$ cat config.mk
export PLATFORM = sky130hd
export DESIGN_NAME = bcd_serial_sub
export DESIGN_NICKNAME = d
export VERILOG_FILES = /design/src/rtl/bcd_serial_sub.sv
export SDC_FILE = /design/constraint.sdc
export NUM_CORES = 1
export LEC_CHECK = 0
export CAP_MARGIN = 15
export CORE_AREA = 2 2 102 104
export CTS_CLUSTER_DIAMETER = 30
export DETAILED_ROUTE_END_ITERATION = 8
export DIE_AREA = 0 0 104 106
export HOLD_SLACK_MARGIN = 0.15
export PLACE_DENSITY_LB_ADDON = 0.25
export SLEW_MARGIN = 15
export SYNTH_ARGS = -nofsm -noshare
export SYNTH_HDL_FRONTEND = slang
export SYNTH_SLANG_ARGS = --single-unit
export TNS_END_PERCENT = 50
$ cat constraint.sdc
create_clock -name clk -period 5 [get_ports clk]
set_clock_uncertainty 0.2 [all_clocks]
set_input_delay 1 -clock clk [delete_from_list [all_inputs] [get_ports clk]]
set_output_delay 1 -clock clk [all_outputs]
set_load 0.05 [all_outputs]
$ cat src/rtl/bcd_serial_sub.sv
// Digit-serial packed-BCD subtractor giving |A-B| plus a negative flag, one digit per clock, LSD first.
// Latency start->done: 1 (illegal digit), DIGITS+1 (A>=B), 2*DIGITS+1 (A<B); start is ignored while busy.
module bcd_serial_sub #(
  parameter int DIGITS = 4
) (
  input  logic                  clk,
  input  logic                  rst_n,
  input  logic                  start,
  input  logic [4*DIGITS-1:0]   A,
  input  logic [4*DIGITS-1:0]   B,
  output logic [4*DIGITS-1:0]   D,
  output logic                  bo,
  output logic                  err,
  output logic                  busy,
  output logic                  done
);

  localparam int W  = 4 * DIGITS;
  localparam int IW = (DIGITS > 1) ? $clog2(DIGITS) : 1;

  typedef enum logic [1:0] {S_IDLE, S_SUB, S_NEG, S_FIN} state_t;

  state_t          r_state;
  logic [W-1:0]    r_a;
  logic [W-1:0]    r_b;
  logic [W-1:0]    r_r;
  logic [IW-1:0]   r_idx;
  logic            r_brw;

  logic            w_illegal;
  logic [3:0]      w_min;
  logic [3:0]      w_sub;
  logic [4:0]      w_t;
  logic            w_bout;
  logic [3:0]      w_dig;
  logic [W-1:0]    w_r_next;
  logic            w_last;

  always_comb begin
    w_illegal = 1'b0;
    for (int i = 0; i < DIGITS; i++) begin
      if (A[4*i +: 4] > 4'd9 || B[4*i +: 4] > 4'd9) w_illegal = 1'b1;
    end
  end

  // One digit slice shared by both passes; the NEG pass subtracts r from zero (ten's complement).
  always_comb begin
    w_min    = (r_state == S_NEG) ? 4'd0 : r_a[{r_idx, 2'b00} +: 4];
    w_sub    = (r_state == S_NEG) ? r_r[{r_idx, 2'b00} +: 4] : r_b[{r_idx, 2'b00} +: 4];
    w_t      = {1'b0, w_min} - {1'b0, w_sub} - {4'b0000, r_brw};
    w_bout   = w_t[4];
    w_dig    = w_bout ? (w_t[3:0] + 4'd10) : w_t[3:0];
    w_r_next = r_r;
    w_r_next[{r_idx, 2'b00} +: 4] = w_dig;
    w_last   = (r_idx == IW'(DIGITS - 1));
  end

  assign busy = (r_state != S_IDLE);

  always_ff @(posedge clk or negedge rst_n) begin
    if (!rst_n) begin
      r_state <= S_IDLE;
      r_a     <= '0;
      r_b     <= '0;
      r_r     <= '0;
      r_idx   <= '0;
      r_brw   <= 1'b0;
      D       <= '0;
      bo      <= 1'b0;
      err     <= 1'b0;
      done    <= 1'b0;
    end else begin
      done <= 1'b0;
      case (r_state)
        S_IDLE: begin
          if (start) begin
            r_a   <= A;
            r_b   <= B;
            r_r   <= '0;
            r_idx <= '0;
            r_brw <= 1'b0;
            if (w_illegal) begin
              D       <= '1;
              bo      <= 1'b0;
              err     <= 1'b1;
              done    <= 1'b1;
              r_state <= S_FIN;
            end else begin
              r_state <= S_SUB;
            end
          end
        end
        S_SUB: begin
          r_r <= w_r_next;
          if (w_last) begin
            r_idx <= '0;
            r_brw <= 1'b0;
            if (w_bout) begin
              r_state <= S_NEG;
            end else begin
              D       <= w_r_next;
              bo      <= 1'b0;
              err     <= 1'b0;
              done    <= 1'b1;
              r_state <= S_FIN;
            end
          end else begin
            r_idx <= r_idx + IW'(1);
            r_brw <= w_bout;
          end
        end
        S_NEG: begin
          r_r <= w_r_next;
          if (w_last) begin
            r_idx   <= '0;
            r_brw   <= 1'b0;
            D       <= w_r_next;
            bo      <= 1'b1;
            err     <= 1'b0;
            done    <= 1'b1;
            r_state <= S_FIN;
          end else begin
            r_idx <= r_idx + IW'(1);
            r_brw <= w_bout;
          end
        end
        S_FIN: begin
          r_state <= S_IDLE;
        end
        default: begin
          r_state <= S_IDLE;
        end
      endcase
    end
  end

endmodule

==> results of run 1 <==
metal layers:
metal  GRT usage (%)  vias up
met2            29.1       69
li1                -     1302
met3            4.60       11
met4            5.69        0
met5               0        -
met1            24.5     1406
per-stage QoR:
step                instances  hold WS [ns]  util [%]
finish                    526         0.311      48.1
global route              526         0.326      48.1
CTS                       526         0.312      48.1
detailed placement        511         0.294      46.2
global placement          511         0.288      46.2
floorplan                 328         0.266         -
worst paths after layout:
check / end / slack (ns) / cells past startpoint
hold / removal: r_b[14] / 0.31 / 1
setup reg to reg: D[10] / 0.72 / 11
hold reg to reg: r_b[14] / 0.31 / 1
setup / recovery: D[10] / 0.72 / 11
max in group asynchronous: r_b[2] / 3.37 / 2
min in group asynchronous: bo / 0.47 / 1
layout make-up:
type / count / area [um^2]
clock buffers: 11 / 141
repair buffers: 60 / 583
well taps: 136 / 170
clock inverters: 4 / 45.0
fillers: 953 / 5190
inverters: 29 / 109
flip-flops and latches: 72 / 1800
multi-input cells: 214 / 1960
flip-flops by register name, indices dropped and copies added (netlist names):
| signal | count |
|---|---|
| r_a | 16 |
| r_state | 2 |
| r_idx | 2 |
| done | 1 |
| D | 16 |
| r_r | 16 |
| r_brw | 1 |
| r_b | 16 |
| err | 1 |
| bo | 1 |
critical path, stage by stage (launching register included):
cell,delay [ns]
dfrtp_1,0.68
mux4_2,0.56
nand2_1,0.08
nand2_1,0.08
fa_1,0.38
inv_1,0.10
fa_1,0.46
ha_1,0.34
mux2_2,0.28
a221oi_2,0.50
o221ai_1,0.21
mux2_4,0.29
cells by family after synthesis:
logic type      Yosys count  share of synthesized area (%)
mux                      66                           22.8
buf+inv                  42                           4.93
xor+xnor                  6                           1.52
simple gates             62                           8.38
compound gates           63                           11.0
fa+ha+maj                17                           5.76
flops                    72                           45.5
placed cells by master, fill, tap and decap left out, drive strengths merged, types with 4 or more instances in the layout:
cell / n
a22o: 8
clkdlybuf4s50: 53
o21ai: 24
buf: 7
or2: 4
a21oi: 5
o221ai: 12
nand2: 24
dfrtp: 72
clkbuf: 11
nor4b: 4
inv: 29
nor2: 9
mux2i: 4
mux4: 11
mux2: 51
o22ai: 5
ha: 15
nand2b: 7
cell usage after synthesis (all sizes together), types with 2 or more instances:
cell    number
nand3        3
clkbuf       3
nand4        3
mux2        51
dfrtp       72
xnor2        3
fa           2
inv         29
o31ai        3
nor2         9
or2          4
mux4        11
a22o         8
nor2b        2
o21ai       24
and3         2
nand2b       7
o22ai        5
a21oi        5
nand2       24
o221ai      12
buf         10
mux2i        4
xor2         3
ha          15
nor4b        4
==> impl_metrics.tcl, run 1 <==
set metrics [dict create \
    die_h_um 106 \
    setup_tns_ns 0 \
    cts.path.max_buffers 2 \
    rr_startpoint "r_idx[0]" \
    vias_per_cell 5.30 \
    place_congestion 0.860 \
    status "finished clean" \
    start_kind "register" \
    netlist_area_um2 3960 \
    postCtsSetupRepairBufs 0 \
    setup_viol 0 \
    drcViolationCount 0 \
    netlist_top_cells_area "dfrtp_1 (46%), mux2_2 (12%), mux4_2 (6.3%), ha_1 (4.7%), mux2_4 (3.8%)" \
    cts_made_buffers 9 \
    grt_max_degree 49 \
    vias 2788 \
    holdBufCountCts 0 \
    netlist.area_leader.share_pct 45.5 \
    cts_max_level 3 \
    layout_setup_ws_ns 0.722 \
    required_ns 5.03 \
    hp-start "r_b[14]" \
    coreArea_um2 10000 \
    placed_cell_area_um2 4620 \
    ys_warn_count 0 \
    slew_headroom_pct 43.1 \
    synthesis.instances 328 \
    drt_iter0_drc 210 \
    cts_resized 0 \
    die_w_um 104 \
    end_kind "register" \
    postRouteAntennaNets 0 \
    drive_gt1_share_pct 24.4 \
    fin_crit_sh_pct 85.6 \
    clock_latency_ns 0.35 \
    path_class "reg -> reg" \
    yosysTopAreaCell "dfrtp_1" \
    worst_pin_slew_ns 0.852 \
    wl_met1_mm 4.25 \
    grt_use_total_pct 18.2 \
    grt_pass1_vias 2899 \
    final_hold_viol_count 0 \
    dr.pass1.iters 4 \
    fp.dieArea_um2 11000 \
    finalCriticalPeriod_ns 4.28 \
    arrival_ns 4.31 \
    maxCapViolCount 0 \
    clockRootBuffer "clkbuf_8" \
    io_pins 55 \
    route.met2.wl_mm 4.53 \
    fmax_ghz 0.234 \
    clk_pin_slew_ns 0.07 \
    dp_slack_ns 0.743 \
    overflow 0 \
    wl_met3_um 546 \
    rsz0062_at_grt "no" \
    syn_nets 380 \
    area_growth_pct 21.6 \
    antenna_found_initial 0 \
    grt_pass1_wl_mm 15.6 \
    synth_seq_cells 72 \
    async_reset_ff_share_pct 100 \
    syn_area_per_cell_um2 12.1 \
    rows 37 \
    port_buffers 54 \
    drt_wl_total_mm 9.46 \
    top_layer "met4" \
    ys_seq_area_share_pct 45.5 \
    dp_hpwl_mm 6.96 \
    synth_ff_type "dfrtp_1" \
    antennaDiodeCount 0 \
    post_synth_num_cell_types 46 \
    drv_slew 0 \
    critPathLaunch "r_idx[0]" \
    synth_edf_count 0 \
    routed_wire_length_per_instance_um 18.0 \
    clock_sinks 72 \
    path_max_fanout 13 \
    fin_nets 438 \
    start_util_pct 39.6 \
    postLayoutCellArea_um2 4810 \
    cts_tree "built" \
    hold_class "reg -> reg" \
]
Power of run 1 is not shown: default switching activity piles up to over one toggle a cycle in this logic, so the estimate is an artifact.
==> inputs of run 2 (changes only) <==
PLACE_DENSITY = 0.66   (was default)
PLACE_DENSITY_LB_ADDON = default   (was 0.25)
==> run 2 against run 1 <==
  * Final area hardly changed
  * Setup slack hardly changed
  * Core utilization hardly changed
  * Register-to-register slack hardly changed
  * Die area stayed put
  * Worst hold slack worse by 0.0014 ns
  * Cell count stayed put
  * Sequential share of layout area hardly changed
  * Critical path depth is 3 higher
  * Flip-flop and latch count stayed put
  * Critical endpoint is now D[3]
==> impl_metrics.tcl, run 2 (synthesis results as in run 1) <==
set metrics [dict create \
    setup_tns_ns 0 \
    postLayoutCellArea_um2 4810 \
    cts.path.max_buffers 2 \
    fin_nets 438 \
    drv_slew 0 \
    most-common-layout-cells "dfrtp_1 (72), clkdlybuf4s50_1 (53), mux2_2 (41)" \
    rows 37 \
    port_buffers 54 \
    clock_sinks 72 \
    overflow 0 \
    rr_startpoint "r_state[0]" \
    fmax_ghz 0.234 \
    final_cells 526 \
    io_pins 55 \
    path_max_fanout 5 \
    postRouteAntennaNets 0 \
    grt_max_degree 44 \
    vias_per_cell 5.37 \
    fin_crit_sh_pct 85.6 \
    die_w_um 104 \
    grt_use_total_pct 18.5 \
    coreArea_um2 10000 \
    routed_wire_length_per_instance_um 18.0 \
    cts_tree "built" \
    cts_made_buffers 9 \
    vias 2823 \
    rr_worst_depth 14 \
    slew_headroom_pct 34.9 \
    maxCapViolCount 0 \
    dp_hpwl_mm 7.06 \
    dr.pass1.iters 4 \
    rsz0062_at_grt "no" \
    holdBufCountCts 0 \
    reg2reg_to "D[3]" \
    grt_pass1_wl_mm 15.6 \
    required_ns 5.05 \
    clockRootBuffer "clkbuf_8" \
    arrival_ns 4.33 \
    placed_cell_area_um2 4620 \
    die_h_um 106 \
    status "finished clean" \
    fp.dieArea_um2 11000 \
    drt_wl_total_mm 9.48 \
    drt_iter0_drc 174 \
    fin_hold_ws_ns 0.310 \
    hold_class "reg -> reg" \
    start_kind "register" \
    grt_pass1_vias 2958 \
    cts_resized 0 \
    holdPathStages 1 \
    antennaDiodeCount 0 \
    cts_max_level 3 \
    worst_pin_slew_ns 0.977 \
    place_congestion 0.901 \
    drcViolationCount 0 \
    antenna_found_initial 0 \
    area_growth_pct 21.5 \
    final_hold_viol_count 0 \
    hp-start "r_b[12]" \
    finalCriticalPeriod_ns 4.28 \
    postCtsSetupRepairBufs 0 \
    clock_latency_ns 0.36 \
    rrSetupSlack_ns 0.72 \
    clk_pin_slew_ns 0.08 \
    start_util_pct 39.6 \
    path_class "reg -> reg" \
    num-fill-cells 926 \
    drive_gt1_share_pct 24.4 \
    setup_viol 0 \
    worst_hold_path.endpoint "r_b[12]" \
    final_common_cell "dfrtp_1" \
    dp_cells 511 \
    end_kind "register" \
]
-- run 2: worst max path at each step --
stage	startpoint	end	slack (ns)	cells after the start
final	r_state[0]	D[3]	0.72	14
after global routing	r_state[0]	D[3]	0.47	14
after CTS	r_state[0]	D[3]	0.73	14
after detailed placement	r_state[0]	D[3]	0.74	14
after global placement	r_state[0]	D[6]	0.86	13
after floorplan	r_state[0]	D[10]	0.87	15
-- run 2: final cells by class --
cell class / count / area, um^2 / share of cell area (%)
Inverter: 29 / 109 / 2.26
Clock buffer: 11 / 141 / 2.94
Timing Repair Buffer: 60 / 581 / 12.1
Clock inverter: 4 / 45.0 / 0.937
Sequential cell: 72 / 1800 / 37.5
Multi-Input combinational cell: 214 / 1960 / 40.8
Tap cell: 136 / 170 / 3.54
-- run 2: layer usage --
metal	share of wire (%)	GRT usage, %	up-vias
met2	50	30.5	68
met5	0	0	-
li1	-	-	1310
met4	1.4	8.98	0
met1	44	23.5	1436
met3	4.2	3.56	9
-- run 2: worst max-delay path, stage by stage (launching register included) --
cell	delay (ns)
dfrtp_1	0.42
inv_1	0.11
ha_1	0.31
mux4_2	0.35
nand2_1	0.08
nand2_1	0.08
fa_1	0.39
inv_1	0.11
fa_1	0.48
ha_1	0.24
o21ai_0	0.18
o31ai_1	0.11
xnor2_1	0.61
o221ai_1	0.22
mux2_2	0.30
-- run 2: per-stage QoR --
step	setup slack [ns]	utilization (%)
after CTS	0.733	48.1
after floorplan	0.869	-
final	0.722	48.1
after global routing	0.468	48.1
after global placement	0.860	46.2
after detailed placement	0.744	46.2
Power of run 2 is left out for the same reason.
==> inputs of run 3 (changes only) <==
CORE_AREA = 2 2 84 126   (was 2 2 102 104)
DIE_AREA = 0 0 86 128   (was 0 0 104 106)
clock period = 4.5 ns   (was 5 ns; I/O delays follow)
==> run 3 against run 2 <==
  * Core utilization up 1.1 points
  * Setup slack lost 0.37 ns
  * Critical endpoint is now D[6]
  * Routed wire length increased by 0.91%
  * Non-clock buffer count is 2 higher
  * Critical path depth decreased by 1
  * First-iteration DRC count is 2.3% lower
  * Via count decreased by 1.9%
  * Worst hold slack got worse by 0.0086 ns
  * Cell count shrank 3.2%
  * Clock-buffer cell count rose by 1
==> impl_metrics.tcl, run 3 (synthesis results as in run 1) <==
set metrics [dict create \
    dp_hpwl_mm 7.17 \
    cts_tree "built" \
    drv_slew 0 \
    finalCriticalPeriod_ns 4.15 \
    die_w_um 86 \
    fp.dieArea_um2 11000 \
    status "finished clean" \
    hp-start "r_a[8]" \
    drcViolationCount 0 \
    overflow 0 \
    vias 2769 \
    holdBufCountCts 0 \
    grt_max_degree 43 \
    seqCellArea_um2 1800 \
    reg2reg_to "D[6]" \
    final_cells 509 \
    fin_nets 440 \
    grt_use_total_pct 18.7 \
    end_kind "register" \
    place_congestion 0.888 \
    final_common_cell "dfrtp_1" \
    setup_tns_ns 0 \
    multi_input_area_um2 1960 \
    holdPathStages 1 \
    path_max_fanout 5 \
    fin_util_pct 49.2 \
    rr_startpoint "r_state[0]" \
    rows 45 \
    die_h_um 128 \
    hold_class "reg -> reg" \
    cts.path.max_buffers 2 \
    num-fill-cells 928 \
    critPathLaunch "r_state[0]" \
    clock_sinks 72 \
    drive_gt1_share_pct 24.7 \
    grt_pass1_wl_mm 15.7 \
    vias_per_cell 5.44 \
    area_growth_pct 23.9 \
    slew_headroom_pct 50.9 \
    rsz0062_at_grt "no" \
    fin_crit_sh_pct 92.2 \
    clockRootBuffer "clkbuf_16" \
    dr.pass1.iters 4 \
    antennaDiodeCount 0 \
    coreArea_um2 9970 \
    arrival_ns 4.17 \
    drt_wl_total_mm 9.57 \
    drt_iter0_drc 170 \
    worstPathCellList "inv_1, ha_1, mux4_2, nand2_1, nand2_1, fa_1, inv_1, fa_1, ha_1, mux2_2, a221oi_2, o221ai_1, mux2_4" \
    most-common-layout-cells "dfrtp_1 (71), clkdlybuf4s50_1 (53), mux2_2 (41)" \
    maxCapViolCount 0 \
    slowest_stage "fa_1" \
    setup_viol 0 \
    port_buffers 54 \
    clk_pin_slew_ns 0.06 \
    start_util_pct 39.7 \
    fmax_ghz 0.241 \
    cts_max_level 3 \
    cpPeakStageDelay_ns 0.48 \
    rr_worst_depth 13 \
    start_kind "register" \
    antenna_found_initial 0 \
    path_class "reg -> reg" \
    worst_pin_slew_ns 0.737 \
    clock_latency_ns 0.33 \
    worst_hold_path.endpoint "r_a[8]" \
    dp_cells 494 \
    postRouteAntennaNets 0 \
    io_pins 55 \
    final_hold_viol_count 0 \
    rrSetupSlack_ns 0.35 \
    required_ns 4.52 \
    cts_made_buffers 9 \
    grt_pass1_vias 2943 \
    routed_wire_length_per_instance_um 18.8 \
]
-- run 3: cell types whose count changed in the layout (fill, tap and decap cells not counted) --
cell,before,now
buf_4,6,8
clkbuf_8,10,1
clkbuf_16,0,9
clkinv_2,3,1
clkbuf_1,1,2
dfrtp_1,72,71
clkinvlp_4,0,1
dfrtp_2,0,1
-- run 3: repair_timing --
item,CTS,global route
gates resized for setup,0,1
buffers inserted,0,0
setup endpoints to repair,0,1
-- run 3: per-layer routing --
layer | part of all wire [%] | up-vias | track usage, %
li1 | - | 1308 | -
met2 | 52 | 65 | 31.1
met5 | 0 | - | 0
met4 | 2.5 | 0 | 8.68
met1 | 41 | 1382 | 23.5
met3 | 3.9 | 14 | 3.35
-- run 3: stage by stage --
stage / hold slack, ns / setup slack (ns) / area, um^2
finish: 0.301 / 0.353 / 4900
global route: 0.319 / 0.123 / 4900
CTS: 0.302 / 0.221 / 4900
detailed placement: 0.291 / 0.237 / 4610
global placement: 0.292 / 0.340 / 4610
floorplan: 0.266 / 0.369 / 3960
-- run 3: critical path: cells and delay by family (launching register included) --
| kind | cells | cell delay [ns] |
|---|---|---|
| compound gates | 2 | 0.70 |
| fa+ha+maj | 4 | 1.46 |
| buf+inv | 2 | 0.22 |
| flops | 1 | 0.41 |
| mux | 3 | 0.89 |
| simple gates | 2 | 0.15 |
-- run 3: layout make-up --
class | count | area share, %
sequential | 72 | 36.8
inverter | 29 | 2.22
tap | 117 | 2.99
multi-input combinational | 214 | 40.0
timing repair buffer | 62 | 12.1
clock inverter | 3 | 0.868
clock buffer | 12 | 5.03
-- run 3: worst max path at each step --
stage,end,slack [ns],cells after the start
2_1_floorplan,D[10],0.37,15
3_3_place_gp,D[6],0.34,11
3_5_place_dp,D[14],0.24,9
4_1_cts,D[14],0.22,9
5_1_grt,D[6],0.12,13
6_report,D[6],0.35,13
Power of run 3 is left out for the same reason.
